$ cat src/rtl/fetch_sequencer_if.sv
// fetch_sequencer_if: execute/decode-queue inputs and fetch_unit/decode control outputs of the fetch sequencer
interface fetch_sequencer_if #(parameter int ADDR_W = 16);
  logic              ex_br_valid;
  logic              ex_br_taken;
  logic [ADDR_W-1:0] ex_br_target;
  logic [1:0]        dq_free;
  logic              dep_hazard;
  logic              halt_req;
  logic              fetch_stall;
  logic              fetch_branch_taken;
  logic [ADDR_W-1:0] fetch_branch_target;
  logic              fetch_single;
  logic [1:0]        fetch_valid;
  logic              flush;
  logic [1:0]        seq_state;
  modport master (
    output ex_br_valid, ex_br_taken, ex_br_target, dq_free, dep_hazard, halt_req,
    input  fetch_stall, fetch_branch_taken, fetch_branch_target, fetch_single, fetch_valid, flush, seq_state
  );
  modport slave (
    input  ex_br_valid, ex_br_taken, ex_br_target, dq_free, dep_hazard, halt_req,
    output fetch_stall, fetch_branch_taken, fetch_branch_target, fetch_single, fetch_valid, flush, seq_state
  );
endinterface

$ cat src/rtl/fetch_sequencer.sv
// fetch_sequencer: per-cycle advance/stall/redirect/single decision for the dual-wide fetch_unit, all outputs registered
// Optional saturating perf counters are built when FETCH_PERF_CNT_EN is defined.
module fetch_sequencer #(
  parameter int ADDR_W           = 16,
  parameter int REDIRECT_BUBBLES = 1
`ifdef FETCH_PERF_CNT_EN
  , parameter int CNT_W          = 16
`endif
) (
  input logic clk,
  input logic reset,
  fetch_sequencer_if.slave bus
`ifdef FETCH_PERF_CNT_EN
  , output logic [CNT_W-1:0] perf_stall_cyc
  , output logic [CNT_W-1:0] perf_redirects
  , output logic [CNT_W-1:0] perf_single
`endif
);
  typedef enum logic [1:0] {IDLE = 2'd0, RUN = 2'd1, REDIRECT = 2'd2, HALT = 2'd3} state_t;
  state_t state, state_nx;
  logic [2:0] cnt, cnt_nx;
  logic stall, stall_nx, taken, taken_nx, single, single_nx, flush, flush_nx;
  logic [ADDR_W-1:0] target, target_nx;
  logic [1:0] valid, valid_nx;
  logic br, free0, narrow;
  assign br     = bus.ex_br_valid & bus.ex_br_taken;
  assign free0  = bus.dq_free == 2'd0;
  assign narrow = bus.dq_free == 2'd1 || bus.dep_hazard;
  always_ff @(posedge clk or negedge reset)
    if (!reset) begin
      state  <= IDLE;
      cnt    <= '0;
      stall  <= 1'b1;
      taken  <= 1'b0;
      single <= 1'b0;
      flush  <= 1'b0;
      target <= '0;
      valid  <= 2'b00;
    end else begin
      state  <= state_nx;
      cnt    <= cnt_nx;
      stall  <= stall_nx;
      taken  <= taken_nx;
      single <= single_nx;
      flush  <= flush_nx;
      target <= target_nx;
      valid  <= valid_nx;
    end
  // A taken branch wins over everything in RUN and REDIRECT; HALT ignores all inputs.
  always_comb begin
    state_nx  = state;
    cnt_nx    = cnt;
    stall_nx  = stall;
    taken_nx  = 1'b0;
    flush_nx  = 1'b0;
    single_nx = single;
    target_nx = target;
    valid_nx  = valid;
    if (state == IDLE)
      state_nx = RUN;
    else if (state != HALT && br) begin
      state_nx  = REDIRECT;
      cnt_nx    = 3'(REDIRECT_BUBBLES);
      taken_nx  = 1'b1;
      flush_nx  = 1'b1;
      target_nx = bus.ex_br_target;
      stall_nx  = 1'b0;
      single_nx = 1'b0;
      valid_nx  = 2'b00;
    end else if (state == REDIRECT) begin
      stall_nx  = 1'b0;
      single_nx = 1'b0;
      valid_nx  = 2'b00;
      cnt_nx    = cnt - 3'd1;
      state_nx  = cnt <= 3'd1 ? RUN : REDIRECT;
    end else if (state == RUN) begin
      if (bus.halt_req) begin
        state_nx  = HALT;
        stall_nx  = 1'b1;
        single_nx = 1'b0;
        valid_nx  = 2'b00;
      end else begin
        stall_nx  = free0;
        single_nx = !free0 && narrow;
        valid_nx  = free0 ? 2'b00 : narrow ? 2'b01 : 2'b11;
      end
    end
  end
  assign bus.fetch_stall         = stall;
  assign bus.fetch_branch_taken  = taken;
  assign bus.fetch_branch_target = target;
  assign bus.fetch_single        = single;
  assign bus.fetch_valid         = valid;
  assign bus.flush               = flush;
  assign bus.seq_state           = state;
`ifdef FETCH_PERF_CNT_EN
  always_ff @(posedge clk or negedge reset)
    if (!reset) begin
      perf_stall_cyc <= '0;
      perf_redirects <= '0;
      perf_single    <= '0;
    end else begin
      if (stall && state != HALT && !(&perf_stall_cyc)) perf_stall_cyc <= perf_stall_cyc + CNT_W'(1);
      if (taken && !(&perf_redirects)) perf_redirects <= perf_redirects + CNT_W'(1);
      if (single && !(&perf_single)) perf_single <= perf_single + CNT_W'(1);
    end
`endif
endmodule

$ cat src/flat_wrapper.sv
// flat-port wrapper written by rule: the top's interface ports become plain ports
module fetch_sequencer_flat 
#(
  parameter int ADDR_W           = 16,
  parameter int REDIRECT_BUBBLES = 1

)
  (clk, reset, bus_ex_br_valid, bus_ex_br_taken, bus_ex_br_target, bus_dq_free, bus_dep_hazard, bus_halt_req, bus_fetch_stall, bus_fetch_branch_taken, bus_fetch_branch_target, bus_fetch_single, bus_fetch_valid, bus_flush, bus_seq_state);
  fetch_sequencer_if #(.ADDR_W(ADDR_W)) bus_i ();
  input logic clk;
  input logic reset;
  input wire logic [$bits(bus_i.ex_br_valid)-1:0] bus_ex_br_valid;
  input wire logic [$bits(bus_i.ex_br_taken)-1:0] bus_ex_br_taken;
  input wire logic [$bits(bus_i.ex_br_target)-1:0] bus_ex_br_target;
  input wire logic [$bits(bus_i.dq_free)-1:0] bus_dq_free;
  input wire logic [$bits(bus_i.dep_hazard)-1:0] bus_dep_hazard;
  input wire logic [$bits(bus_i.halt_req)-1:0] bus_halt_req;
  output wire logic [$bits(bus_i.fetch_stall)-1:0] bus_fetch_stall;
  output wire logic [$bits(bus_i.fetch_branch_taken)-1:0] bus_fetch_branch_taken;
  output wire logic [$bits(bus_i.fetch_branch_target)-1:0] bus_fetch_branch_target;
  output wire logic [$bits(bus_i.fetch_single)-1:0] bus_fetch_single;
  output wire logic [$bits(bus_i.fetch_valid)-1:0] bus_fetch_valid;
  output wire logic [$bits(bus_i.flush)-1:0] bus_flush;
  output wire logic [$bits(bus_i.seq_state)-1:0] bus_seq_state;
  assign bus_i.ex_br_valid = bus_ex_br_valid;
  assign bus_i.ex_br_taken = bus_ex_br_taken;
  assign bus_i.ex_br_target = bus_ex_br_target;
  assign bus_i.dq_free = bus_dq_free;
  assign bus_i.dep_hazard = bus_dep_hazard;
  assign bus_i.halt_req = bus_halt_req;
  assign bus_fetch_stall = bus_i.fetch_stall;
  assign bus_fetch_branch_taken = bus_i.fetch_branch_taken;
  assign bus_fetch_branch_target = bus_i.fetch_branch_target;
  assign bus_fetch_single = bus_i.fetch_single;
  assign bus_fetch_valid = bus_i.fetch_valid;
  assign bus_flush = bus_i.flush;
  assign bus_seq_state = bus_i.seq_state;
  fetch_sequencer #(.ADDR_W(ADDR_W), .REDIRECT_BUBBLES(REDIRECT_BUBBLES)) u_core (.clk(clk), .reset(reset), .bus(bus_i));
endmodule
$ cat config.mk
export PLATFORM = sky130hd
export DESIGN_NAME = fetch_sequencer_flat
export DESIGN_NICKNAME = d
export VERILOG_FILES = /design/src/rtl/fetch_sequencer_if.sv /design/src/rtl/fetch_sequencer.sv /design/src/flat_wrapper.sv
export SDC_FILE = /design/constraint.sdc
export NUM_CORES = 1
export LEC_CHECK = 0
export ABC_AREA = 1
export BUFFER_PORTS_ARGS = -buffer_cell sky130_fd_sc_hd__buf_2
export CAP_MARGIN = 20
export CORE_AREA = 2 2 57 59
export CTS_CLUSTER_SIZE = 24
export DETAILED_ROUTE_END_ITERATION = 10
export DIE_AREA = 0 0 59 61
export PLACE_DENSITY = 0.69
export SYNTH_ARGS = -nofsm -noshare
export SYNTH_HDL_FRONTEND = slang
export SYNTH_SLANG_ARGS = --single-unit
$ cat constraint.sdc
create_clock -name clk -period 1.2 [get_ports clk]
set_input_delay 0 -clock clk [delete_from_list [all_inputs] [get_ports clk]]
set_output_delay 0 -clock clk [all_outputs]
set_load 0.01 [all_outputs]
# Yosys cells after proc, flatten, opt, wreduce, memory -nomap -nowiden
# Cells that the tools add are included.
# Widths: inputs -> output; s select.
# totals
word_cells,53
reg_bits,26
# classes
n_reduce_logical,14
n_addsub,1
n_eq_ne,4
muxes,24
n_bitwise,2
order_cmp,1
# ops
cell,count
$mux 2,12
$mux 1,10
$reduce_and 2->1,4
$reduce_bool 4->1,2
$mux 3,2
$eq 2x1->1 const B,2
$logic_not 2->1,2
$le 3x1->1 const B,1
$reduce_bool 3->1,1
$sub 3x1->3 const B,1
$eq 2x2->1 const B,1
$logic_and 1x1->1,2
$ne 2x2->1 const B,1
$reduce_bool 2->1,1
$and 1x1->1,1
$logic_not 1->1,1
$logic_or 1x1->1,1
$not 1->1,1

# Longest topological paths before layout
# depth
ltp_word,8
ltp_mapped,8
ltp_nobuf,8

# Least setup slack after synthesis
# No wires, ideal clock.
# synth_timing
kind,reg-to-reg
from,reg u_core.state[1] (netlist: u_core.bus.seq_state[1])
to,reg u_core.target[0] (netlist: u_core.bus.fetch_branch_target[0])
t_arrival_ns,1.224
period_less_slack_ns,1.340
setup_time_ns,0.116
path_stages_with_launch,7
path_slack_ns,-0.140
n_path_buf,1
cell_sequence,dfrtp_1 ha_1 nor2_4 nand2_4 buf_2 nand2_1 nand2_1
# synth_via
elab_chain_len,3
elab_cells_between_ends,5
cone_classes,eq/ne: 1; bitwise: 1; reduce/logical: 3
# synth_lines
element,line_no,rtl
"start, declared",fetch_sequencer.sv:20,"state_t state, state_nx;"
"start signal, assigned",fetch_sequencer.sv:40,state <= state_nx;
$ne 2x2->1 / $logic_not 2->1 (equally long branches),"fetch_sequencer.sv:61, fetch_sequencer.sv:59",
$logic_and 1x1->1 / $not 1->1 (equally long branches),n/a,
$reduce_and 2->1 (no line) *,n/a,
"end signal, assigned",fetch_sequencer.sv:46,target <= target_nx;
"end, declared",fetch_sequencer.sv:23,"logic [ADDR_W-1:0] target, target_nx;"
# Mark *: on every way between the ends. The rest lies on a longest branch, timed or not.
# A chain may end at the register's enable or synchronous reset.

# Worst setup path in the final report
# layout_timing
from,reg u_core.state[1] (netlist: u_core.bus.seq_state[1])
to,reg u_core.single (netlist: u_core.bus.fetch_single)
# layout_via
elab_chain_len,4
elab_cells_between_ends,10
cone_classes,eq/ne: 3; mux: 2; bitwise: 1; reduce/logical: 4
# layout_lines
element,line_no,rtl
$ne 2x2->1,fetch_sequencer.sv:61,else if (state != HALT && br) begin
$logic_and 1x1->1,fetch_sequencer.sv:61,
$reduce_bool 3->1 (no line),n/a,
$reduce_and 2->1 (no line),n/a,
"end signal, assigned",fetch_sequencer.sv:44,single <= single_nx;
"end, declared",fetch_sequencer.sv:22,"logic stall, stall_nx, taken, taken_nx, single, single_nx, flush, flush_nx;"
# Parallel ways exist; a longest one is shown, timed or not.

==> metrics.md <==
| Metric | Value |
|---|---|
| FMAX | `780 MHz` |
| Clk buf depth | `2` |
| Layout area overhead | `53.4%` |
| Final hold vios | `1` |
| Critical path fanouts, max | `5` |
| Setup TNS | `-765 ps` |
| First-pass GRT wire length | `4940 um` |
| Setup Skew | `5.39 ps` |
| Sw Ratio | `0.399` |
| DIE AREA | `0.00360 sq mm` |
| Final Hold Slack | `-9.34 ps` |
| Standard-cell rows | `20` |
| Synth top area cells | `dfrtp_1 (53%), nand2_1 (20%), ha_1 (5.3%)` |
| FF-to-FF path depth | `6` |
| Layout Utilization | `0.619` |
| Design Power | `0.00431 W` |
| Hold endpoint | `u_core.bus.fetch_stall$_DFFE_PN1P_` |
| Slew headroom | `0.633` |
| PwrDens | `2360 mW/mm^2` |
| Setup Crit Path Kind | `reg2reg` |
| Post-synth top area cell | `dfrtp_1` |
| Register share of total power | `0.359` |
| Pin count of the biggest net entering global routing | `27` |
| Cell internal pwr | `0.00259 W` |
| GP Congestion | `0.769` |
| FILL cells | `248` |
| Worst-Skew Late Latency | `310 ps` |
| Ant. Diodes | `0` |
| Worst VDD drop | `1000 uV` |
| Hold_sp | `bus_dq_free[0]` |
| Clk slew on worst S/H paths | `140 ps` |
| Synthesis-stage register bit count | `26` |
| Antenna Nets Post-Route | `0` |
| CTS sink cnt | `26` |
| Place WS | `-81.7 ps` |
| Critical Path RT | `1410 ps` |
| GRT Overall Usage | `0.183` |
| R2R Path Start | `u_core.bus.seq_state[1]$_DFFE_PN0P_` |
| RR Endpoint | `u_core.bus.fetch_single$_DFFE_PN0P_` |
| Post-Syn Nets | `171` |
| Critical path buffers and inverters | `1` |
| Synth warnings | `0` |
| Lkg Pwr | `0.997 nW` |
| Initial antenna violation count | `0` |
| Sequential fraction of the synthesis area | `0.547` |
| FF-to-FF setup slack | `-80 ps` |
| Via/cell ratio | `4.63` |
| NetSw | `0.00172 W` |
| Critical Path AT | `1500 ps` |
| Wirelength per Cell | `11.6 um` |
| Synth top cells by count | `nand2_1 (65), dfrtp_1 (25), inv_1 (13)` |
| Slowest stage delay, CP | `480 ps` |
| Post-synth top area share | `0.525` |
| Cells along the critical path | `ha_4 > nor2_4 > buf_6 > nor2_1 > nand3_1 > o21bai_1` |
| Initial Util | `0.403` |
| Vias | `1148` |
| Max Cap Viol | `0` |
| RSZ-0062 raised after global routing | `true` |
| Cells after Synth | `142` |
| WL final | `2870 um` |
| Unique masters post-synth | `18` |
| CP delay by family, top | `flip-flops` |
| DRT Pass-1 Iters | `4` |
| Port bufs | `47` |
| Share of layout cells above drive strength 1 | `0.358` |
| Num CTS Buffers | `3` |
| NumNets Final | `245` |
| CP max stage cell | `dfrtp_2` |
| Final setup fails | `22` |
| Pins Over Slew Limit | `0` |
| Die height | `61 um` |
| Post-Syn Area | `0.00119 sq mm` |
| I/O pin count | `48` |
| Worst-Margin Slew | `551 ps` |
| Vias in the first global route | `1146` |
| CTS tree | `built` |
| Die X | `59 um` |
| Crit start category | `flip-flop` |
| Clock root cell | `clkbuf_4` |
| Most common flop cell mapped by yosys | `dfrtp_1` |
| Syn_area_per_cell | `8.39 sq um` |
| Starting DRT DRC Count | `37` |
| WHS Path Cells | `4` |
| Max H-tree Level | `1` |
| Crit. End Element | `flip-flop` |
| Final worst-path setup slack | `-81.7 ps` |
| Core box area | `0.00295 sq mm` |
| # DRC | `0` |
| Most frequent cell after synthesis | `nand2_1` |
| Hold WC Path Type | `in2reg` |
| Final Critical Period | `1280 ps` |
| Gate power share | `0.505` |
| Post-synth EDFFs | `0` |
| Post-synth ARST share | `1.00` |
| Detail Placement HPWL | `2020 um` |
| Global route overflow | `0` |
| Period utilization | `1.07` |
| Failing checks | `hold timing, setup timing` |
| Clock share of power | `0.136` |
| Status | `finished, violations left` |
==> logic make-up after synthesis <==
family          share of synthesized area
fa+ha+maj                          0.0525
compound gates                     0.0504
simple gates                        0.284
flops                               0.547
buf+inv                            0.0662
==> placed cells by master, fill, tap and decap left out <==
master / instances
a21oi_1: 2
buf_2: 47
buf_4: 6
buf_6: 1
bufinv_16: 1
clkbuf_4: 3
clkinv_8: 1
dfrtp_1: 23
dfrtp_2: 2
dfstp_2: 1
dlygate4sd3_1: 18
ha_1: 2
ha_2: 1
ha_4: 2
inv_1: 10
inv_2: 1
inv_4: 2
nand2_1: 64
nand2_2: 2
nand2_8: 1
nand3_1: 4
nand3_4: 1
nand4_1: 1
nor2_1: 7
nor2_2: 1
nor2_4: 2
o21ai_1: 5
o21ai_2: 1
o21ai_4: 1
o21bai_1: 2
==> registers in the layout (all words and copies together), names as in the netlist <==
signal / count
u_core.bus.fetch_stall: 1
u_core.bus.fetch_valid: 2
u_core.bus.fetch_single: 1
u_core.bus.seq_state: 2
u_core.bus.fetch_branch_target: 16
u_core.bus.fetch_branch_taken: 1
u_core.cnt: 3
==> stage by stage <==
step / instance area (sq um) / instances
after detailed placement: 1540 / 226
after global placement: 1540 / 226
after global routing: 1830 / 248
after CTS: 1790 / 248
after floorplan: 1240 / 142
final: 1830 / 248
==> worst max-delay path by stage <==
stage / start / to / slack, ps / cells after the start
4_1_cts: u_core.bus.seq_state[0]$_DFFE_PN0P_ / u_core.bus.seq_state[1]$_DFFE_PN0P_ / -70 / 8
6_report: u_core.bus.seq_state[1]$_DFFE_PN0P_ / u_core.bus.fetch_single$_DFFE_PN0P_ / -80 / 6
3_3_place_gp: u_core.bus.seq_state[0]$_DFFE_PN0P_ / u_core.bus.fetch_branch_target[6]$_DFFE_PN0P_ / -40 / 7
2_1_floorplan: u_core.bus.seq_state[1]$_DFFE_PN0P_ / u_core.bus.fetch_branch_target[0]$_DFFE_PN0P_ / -20 / 7
5_1_grt: u_core.bus.seq_state[0]$_DFFE_PN0P_ / u_core.bus.seq_state[0]$_DFFE_PN0P_ / -160 / 8
3_5_place_dp: u_core.bus.seq_state[1]$_DFFE_PN0P_ / u_core.bus.fetch_branch_target[11]$_DFFE_PN0P_ / -80 / 6
==> metal layers <==
metal / vias to the layer above / global-route usage / wire, um
li1: 578 / - / -
met1: 532 / 0.232 / 1150
met2: 32 / 0.313 / 1550
met3: 6 / 0.0235 / 113
met4: 0 / 0.0877 / 55
met5: - / 0 / 0
==> power groups by stage <==
| stage | Sequential [W] | Clock (W) | Combinational (W) |
|---|---|---|---|
| after floorplan | 0.00171 | 0 | 0.00106 |
| after global placement | 0.00154 | 0 | 0.00193 |
| after detailed placement | 0.00155 | 0 | 0.00200 |
| after CTS | 0.00154 | 0.000609 | 0.00209 |
| after global routing | 0.00161 | 0.000636 | 0.00249 |
| final | 0.00155 | 0.000586 | 0.00218 |
==> what timing repair did <==
action                                  4_1_cts  5_1_grt
hold buffers                                 18        0
endpoints found under the setup margin       25       26
pin swaps                                     1        0
gates resized for setup                       7       13
setup buffers                                 0        0
endpoints found under the hold margin        43        0
==> final cells by class <==
class	count	area (sq um)	area share
clock buffer	3	22.5	0.0123
inverter	14	70.1	0.0384
multi-input combinational	99	537	0.294
sequential	26	654	0.358
clock inverter	1	30.0	0.0164
timing repair buffer	72	472	0.258
tap	33	41.3	0.0226
==> worst min-delay path, cell delays in order <==
cell and delay [ps]:
buf_2 70, nor2_1 30, nor2_1 120, o21ai_1 90
No activity file was read; power rests on OpenSTA's default activity.
